## config.mk

```make
export PLATFORM = sky130hd
export DESIGN_NAME = sram_axi_data_bridge
export DESIGN_NICKNAME = d
export VERILOG_FILES = /design/src/rtl/sram_axi_data_bridge.sv
export SDC_FILE = /design/constraint.sdc
export NUM_CORES = 1
export LEC_CHECK = 0
export BUFFER_PORTS_ARGS = -buffer_cell sky130_fd_sc_hd__buf_2
export CORE_AREA = 2 2 124 126
export DETAILED_ROUTE_END_ITERATION = 10
export DIE_AREA = 0 0 126 128
export GPL_ROUTABILITY_DRIVEN = 0
export PLACE_DENSITY = 0.67
export SLEW_MARGIN = 20
export SYNTH_ARGS = -nofsm -noshare
export SYNTH_HDL_FRONTEND = slang
export SYNTH_SLANG_ARGS = --single-unit
```

## constraint.sdc

```tcl
create_clock -name clk -period 2.2 [get_ports clk]
set_input_delay 0.22 -clock clk [delete_from_list [all_inputs] [get_ports clk]]
set_output_delay 0.22 -clock clk [all_outputs]
set_load 0.02 [all_outputs]
```

## src/rtl/sram_axi_data_bridge.sv

```systemverilog
// Data-side sram-like responder; each accepted request becomes one
// single-beat AXI3 read (AR/R) or write (AW/W/B), one in flight at a time.
//   sram-like: data_req/wr/size/wstrb/addr/wdata in; addr_ok, data_ok, rdata out
//   AXI3 master: AR/R, AW/W/B channels; fixed ids RD_ID/WR_ID, len 0, INCR
module sram_axi_data_bridge #(
  parameter logic [3:0] RD_ID = 4'd0,
  parameter logic [3:0] WR_ID = 4'd1
) (
  input  logic        clk,
  input  logic        rst,
  input  logic        data_req,
  input  logic        data_wr,
  input  logic [1:0]  data_size,
  input  logic [3:0]  data_wstrb,
  input  logic [31:0] data_addr,
  input  logic [31:0] data_wdata,
  output logic        data_addr_ok,
  output logic        data_data_ok,
  output logic [31:0] data_rdata,
  output logic [3:0]  arid,
  output logic [31:0] araddr,
  output logic [7:0]  arlen,
  output logic [2:0]  arsize,
  output logic [1:0]  arburst,
  output logic [1:0]  arlock,
  output logic [3:0]  arcache,
  output logic [2:0]  arprot,
  output logic        arvalid,
  input  logic        arready,
  input  logic [3:0]  rid,
  input  logic [31:0] rdata,
  input  logic [1:0]  rresp,
  input  logic        rlast,
  input  logic        rvalid,
  output logic        rready,
  output logic [3:0]  awid,
  output logic [31:0] awaddr,
  output logic [7:0]  awlen,
  output logic [2:0]  awsize,
  output logic [1:0]  awburst,
  output logic [1:0]  awlock,
  output logic [3:0]  awcache,
  output logic [2:0]  awprot,
  output logic        awvalid,
  input  logic        awready,
  output logic [3:0]  wid,
  output logic [31:0] wdata,
  output logic [3:0]  wstrb,
  output logic        wlast,
  output logic        wvalid,
  input  logic        wready,
  input  logic [3:0]  bid,
  input  logic [1:0]  bresp,
  input  logic        bvalid,
  output logic        bready
);

  typedef enum logic [2:0] {
    IDLE, RD_ADDR, RD_DATA, WR_REQ, WR_RESP
  } state_t;

  state_t      state_q, state_d;
  logic [31:0] addr_q, addr_d;
  logic [1:0]  size_q, size_d;
  logic [3:0]  wstrb_q, wstrb_d;
  logic [31:0] wdata_q, wdata_d;
  logic [31:0] data_rdata_q, data_rdata_d;
  logic        data_ok_q, data_ok_d;
  logic        aw_done_q, aw_done_d;
  logic        w_done_q, w_done_d;

  logic aw_hs, w_hs, aw_all, w_all;

  // Responses carry no information this block uses.
  logic unused_rsp;
  assign unused_rsp = ^{rid, rresp, rlast, bid, bresp};

  assign data_addr_ok = data_req && (state_q == IDLE);
  assign data_data_ok = data_ok_q;
  assign data_rdata   = data_rdata_q;

  assign arid    = RD_ID;
  assign araddr  = addr_q;
  assign arlen   = 8'd0;
  assign arsize  = {1'b0, size_q};
  assign arburst = 2'b01;
  assign arlock  = 2'b00;
  assign arcache = 4'd0;
  assign arprot  = 3'd0;
  assign arvalid = (state_q == RD_ADDR);
  assign rready  = (state_q == RD_DATA);

  assign awid    = WR_ID;
  assign awaddr  = addr_q;
  assign awlen   = 8'd0;
  assign awsize  = {1'b0, size_q};
  assign awburst = 2'b01;
  assign awlock  = 2'b00;
  assign awcache = 4'd0;
  assign awprot  = 3'd0;
  assign awvalid = (state_q == WR_REQ) && !aw_done_q;

  assign wid     = WR_ID;
  assign wdata   = wdata_q;
  assign wstrb   = wstrb_q;
  assign wlast   = 1'b1;
  assign wvalid  = (state_q == WR_REQ) && !w_done_q;
  assign bready  = (state_q == WR_RESP);

  // AW and W may complete in either order or together.
  assign aw_hs  = awvalid && awready;
  assign w_hs   = wvalid && wready;
  assign aw_all = aw_done_q || aw_hs;
  assign w_all  = w_done_q || w_hs;

  always_comb begin
    state_d      = state_q;
    addr_d       = addr_q;
    size_d       = size_q;
    wstrb_d      = wstrb_q;
    wdata_d      = wdata_q;
    data_rdata_d = data_rdata_q;
    data_ok_d    = 1'b0;
    aw_done_d    = aw_done_q;
    w_done_d     = w_done_q;
    unique case (state_q)
      IDLE: begin
        if (data_req) begin
          addr_d  = data_addr;
          size_d  = data_size;
          wstrb_d = data_wstrb;
          wdata_d = data_wdata;
          state_d = data_wr ? WR_REQ : RD_ADDR;
        end
      end
      RD_ADDR: begin
        if (arready) state_d = RD_DATA;
      end
      RD_DATA: begin
        if (rvalid) begin
          data_rdata_d = rdata;
          data_ok_d    = 1'b1;
          state_d      = IDLE;
        end
      end
      WR_REQ: begin
        if (aw_all && w_all) begin
          aw_done_d = 1'b0;
          w_done_d  = 1'b0;
          state_d   = WR_RESP;
        end else begin
          aw_done_d = aw_all;
          w_done_d  = w_all;
        end
      end
      WR_RESP: begin
        if (bvalid) begin
          data_ok_d = 1'b1;
          state_d   = IDLE;
        end
      end
      default: state_d = IDLE;
    endcase
  end

  always_ff @(posedge clk) begin
    if (rst) begin
      state_q      <= IDLE;
      addr_q       <= '0;
      size_q       <= '0;
      wstrb_q      <= '0;
      wdata_q      <= '0;
      data_rdata_q <= '0;
      data_ok_q    <= 1'b0;
      aw_done_q    <= 1'b0;
      w_done_q     <= 1'b0;
    end else begin
      state_q      <= state_d;
      addr_q       <= addr_d;
      size_q       <= size_d;
      wstrb_q      <= wstrb_d;
      wdata_q      <= wdata_d;
      data_rdata_q <= data_rdata_d;
      data_ok_q    <= data_ok_d;
      aw_done_q    <= aw_done_d;
      w_done_q     <= w_done_d;
    end
  end

endmodule

```

# --- After elaboration in Yosys (flattened, before gate mapping) ---
# Cells that the tools add are included.
word_totals:
  regBits: 108
  word_cells: 44
op_classes:
  n_eq_ne: 9
  mux: 12
  n_reduce_logical: 14
op_table:
  columns: ["op", "count"]
  rows:
  - ["two-way mux 3 bit", 5]
  - ["one-hot mux 3 bit (5 select lines)", 1]
  - ["equality test 3 x 2 -> 1 bit, second input constant", 2]
  - ["logical AND 1 bit", 6]
  - ["!= test 2 bit, second input constant", 3]
  - ["AND reduction 5 bit", 1]
  - ["two-way mux 1 bit", 4]
  - ["!= test 2 x 1 -> 1 bit, second input constant", 2]
  - ["AND reduction 2 bit", 2]
  - ["equality test 3 x 1 -> 1 bit, second input constant", 1]
  - ["equality test 3 bit, second input constant", 1]
  - ["zero test 3 bit", 1]
  - ["zero test 1 bit", 2]
  - ["logical OR 1 bit", 2]
  - ["two-way mux 2 bit", 1]
  - ["one-hot mux 1 bit (2 select lines)", 1]

# --- Logic depth before layout (Yosys ltp) ---
depth:
  depth_word: 7
  depth_mapped: 8
  mapped_depth_nobuf: 5

# --- Least setup slack after synthesis ---
# OpenSTA, ideal clock, no wires.
synth_path:
  kind: "register to register"
  from: "register state_q[0]"
  to: "register data_ok_q, in the netlist data_data_ok"
  setup_time_ps: 70
  arrival_time_ps: 1300
  t_required_ps: 2130
  slack_ps: 830
  stages_incl_launch_ff: 5
  path_buffers: 1
  path_cell_list: "dfxtp_1 > buf_2 > nor3b_1 > nand2_1 > a21oi_1"
synth_between:
  elab_chain_cells: 2
synth_rtl:
  columns: ["element", "line_no", "text"]
  rows:
  - ["start: declaration", "62", "state_t state_q, state_d;"]
  - ["start signal: assignment", "178", "state_q <= state_d;"]
  - ["equality test 3 bit", null, null]
  - ["named net bready", "55", "output logic bready"]
  - ["one-hot mux 1 bit (2 select lines)", "126", "unique case (state_q)"]
  - ["end signal: assignment", "184", "data_ok_q <= data_ok_d;"]
  - ["end: declaration", "68", "logic data_ok_q, data_ok_d;"]
# The timed path passes the listed nets, and every way through them passes these cells.
# A chain may end at the register's enable or synchronous reset.

# --- Worst setup path after layout ---
layout_path:
  from: "register state_q[2]"
  to: "output port data_addr_ok"
layout_between:
  elab_chain_cells: 2
layout_rtl:
  columns: ["element", "line_no", "text"]
  rows:
  - ["zero test 3 bit", "78", "assign data_addr_ok = data_req && (state_q == IDLE);"]
  - ["logical AND 1 bit", "78", null]
  - ["end: declaration", "17", "output logic data_addr_ok,"]
# No other way between the ends.

==> results.json <==
{
  "min_to": "data_rdata[22]$_SDFFE_PP0P_",
  "cts.sinks": 108,
  "via_count": 4101,
  "synth_area_per_cell_um2": 7.89,
  "peakVddDrop_v": 0.000389,
  "final_cells": 970,
  "post_drt_wl_per_cell_um": 11.8,
  "crit_path_end_kind": "primary output",
  "worst_hold_path.num_cells": 2,
  "numCtsBuffers": 9,
  "startpoint_type": "register",
  "initial_core_util": 0.307,
  "final_nets": 901,
  "core-area_um2": 14900,
  "synth.top_cell.area_share": 0.473,
  "area_growth_pct": 26.6,
  "timing.rr.start": "state_q[2]$_SDFFE_PP0P_",
  "worst_clock_skew_ps": 9.87,
  "cts_tree": "done",
  "hpwlAfterDp_um": 8310,
  "final.period_utilization": 0.848,
  "gr-total-overflow": 0,
  "clk_path_buf_depth": 2,
  "max_stage_delay_ps": 520,
  "p_leak_nw": 2.88,
  "h-tree-depth": 3,
  "hold_viol": 0,
  "min_period_ps": 1860,
  "grt_pass1_wl_um": 17300,
  "yosys.area.top_type": "dfxtp_1",
  "grt_max_degree": 71,
  "utilization": 0.389,
  "antenna_found_initial": 0,
  "placed_cells": 954,
  "diodes": 0,
  "rsz0062_at_grt": "false",
  "synth_ff_type": "dfxtp_1",
  "grt_util_all_layers": 0.135,
  "async_reset_ff_frac": 0,
  "die_area_um2": 16100,
  "drc": 0,
  "drt_iter0_markers": 121,
  "whs_ps": 97.9,
  "slew_violations": 0,
  "placementRows": 45,
  "io_buffers": 253,
  "cp_max_fo": 12,
  "fillers": 1607,
  "synth_area_leaders": "dfxtp_1 47%, nand2_1 17%, buf_4 16%",
  "arrival_ps": 1640,
  "post_cts_buffers": 0,
  "synth_cells": 579,
  "cts-root-buf": "clkbuf_16",
  "synth_most_common_cell": "nand2_1",
  "slew_headroom": 0.637,
  "min_from": "rst",
  "critPathKind": "register to primary output",
  "viasPerCell": 4.23,
  "multi_input_area_um2": 1710,
  "clk_pin_slew_worst_paths_ps": 70,
  "die_x_um": 126,
  "grt_pass1_vias": 3455,
  "die_y_um": 128,
  "io_pins": 320,
  "hp-class": "input pin to register",
  "critical-path-slowest-cell": "dfxtp_1",
  "setup_violations": 0,
  "ys_seq_area_frac": 0.473,
  "ys_types": 22,
  "synth_area_um2": 4570,
  "cts_hold_buffers": 0,
  "synth_warnings": 0,
  "reg2reg_slack_ps": 590,
  "insertion_delay_ps": 350,
  "worst-slew-pin-transition_ps": 545,
  "crit_chain": "nor2_1, nand3b_1, clkinv_2, buf_2",
  "first_pass_iters": 4,
  "ff_latch_area_um2": 2160,
  "synth_edf_count": 0,
  "ant_nets": 0,
  "synth.top_cells.by_count": "208 x nand2_1, 108 x dfxtp_1, 105 x a21oi_1",
  "critPathRequiredTime_ps": 1980,
  "maxCapViolCount": 0,
  "run_status": "complete, no violations",
  "p_per_area_nw_per_um2": 1110,
  "drt-total-wl_um": 11500,
  "cts_resized": 0,
  "ff2ff_path_depth": 6,
  "reg2reg_to": "araddr[30]$_SDFFE_PP0P_",
  "max_freq_mhz": 536,
  "drive_gt1_frac": 0.357,
  "tns_ps": 0,
  "ys_ff_latch": 108
}
-- cells in the final DEF (no fill, tap or decap), drive strengths merged --
master,count
nand2b,4
conb,53
nand3b,2
clkinv,4
nor3b,2
nor2,8
and3b,1
nor3,3
clkbuf,10
inv,4
a21oi,105
o221ai,1
dfxtp,108
mux2i,5
and2,1
buf,260
nor2b,1
o21ai,2
nand2,208
-- cell families after synthesis --
group	share of synthesized area
other cells	0.00164
simple gates	0.200
buf+inv	0.193
mux	0.0110
compound gates	0.121
flops	0.473
-- per-layer routing --
metal	global-route usage	vias to the layer above	wire (um)
met2	0.209	192	5220
met3	0.0405	15	1030
met4	0.0627	0	227
met5	0	-	0
met1	0.172	1804	5010
li1	-	2090	-
-- power by group --
part,switching (W),total [W],internal [W]
Clock,0.000759,0.00158,0.000822
Combinational,0.00157,0.00233,0.000762
Sequential,0.000222,0.00252,0.00230
-- critical path: cells and delay by family (launching register included) --
kind | cells | cell delay, ps
buffers and inverters | 2 | 480
DFF | 1 | 520
and+or+nand+nor | 2 | 300
-- cell type report --
class | count | area share
Sequential cell | 108 | 0.374
Multi-Input combinational cell | 396 | 0.296
Timing Repair Buffer | 260 | 0.237
Clock buffer | 10 | 0.0413
Tap cell | 188 | 0.0407
Clock inverter | 6 | 0.00930
Inverter | 2 | 0.00151
-- registers in the layout, summed over array words and instances, names as in the netlist --
register      count
araddr           32
aw_done_q         1
data_data_ok      1
data_rdata       32
size_q            2
state_q           3
w_done_q          1
wdata            32
wstrb             4
-- how the worst max path moves through the flow --
stage / from / end / slack (ps) / cells after the start
after floorplan: state_q[0]$_SDFFE_PP0P_ / data_data_ok$_SDFF_PP0_ / 830 / 4
after global placement: state_q[0]$_SDFFE_PP0P_ / araddr[31]$_SDFFE_PP0P_ / 550 / 5
after detailed placement: state_q[2]$_SDFFE_PP0P_ / araddr[31]$_SDFFE_PP0P_ / 540 / 6
after CTS: state_q[2]$_SDFFE_PP0P_ / data_addr_ok / 270 / 4
after global routing: state_q[2]$_SDFFE_PP0P_ / data_addr_ok / 200 / 4
final: state_q[2]$_SDFFE_PP0P_ / data_addr_ok / 340 / 4
-- metrics by stage --
step | cell area, um^2 | worst slack [ps] | total power (W)
after floorplan | 4760 | 830 | 0.00440
after global placement | 5490 | 552 | 0.00492
after detailed placement | 5490 | 543 | 0.00494
after CTS | 5780 | 267 | 0.00655
after global routing | 5780 | 201 | 0.00686
final | 5780 | 335 | 0.00643
Note: power is estimated with default switching activity, not from simulation.
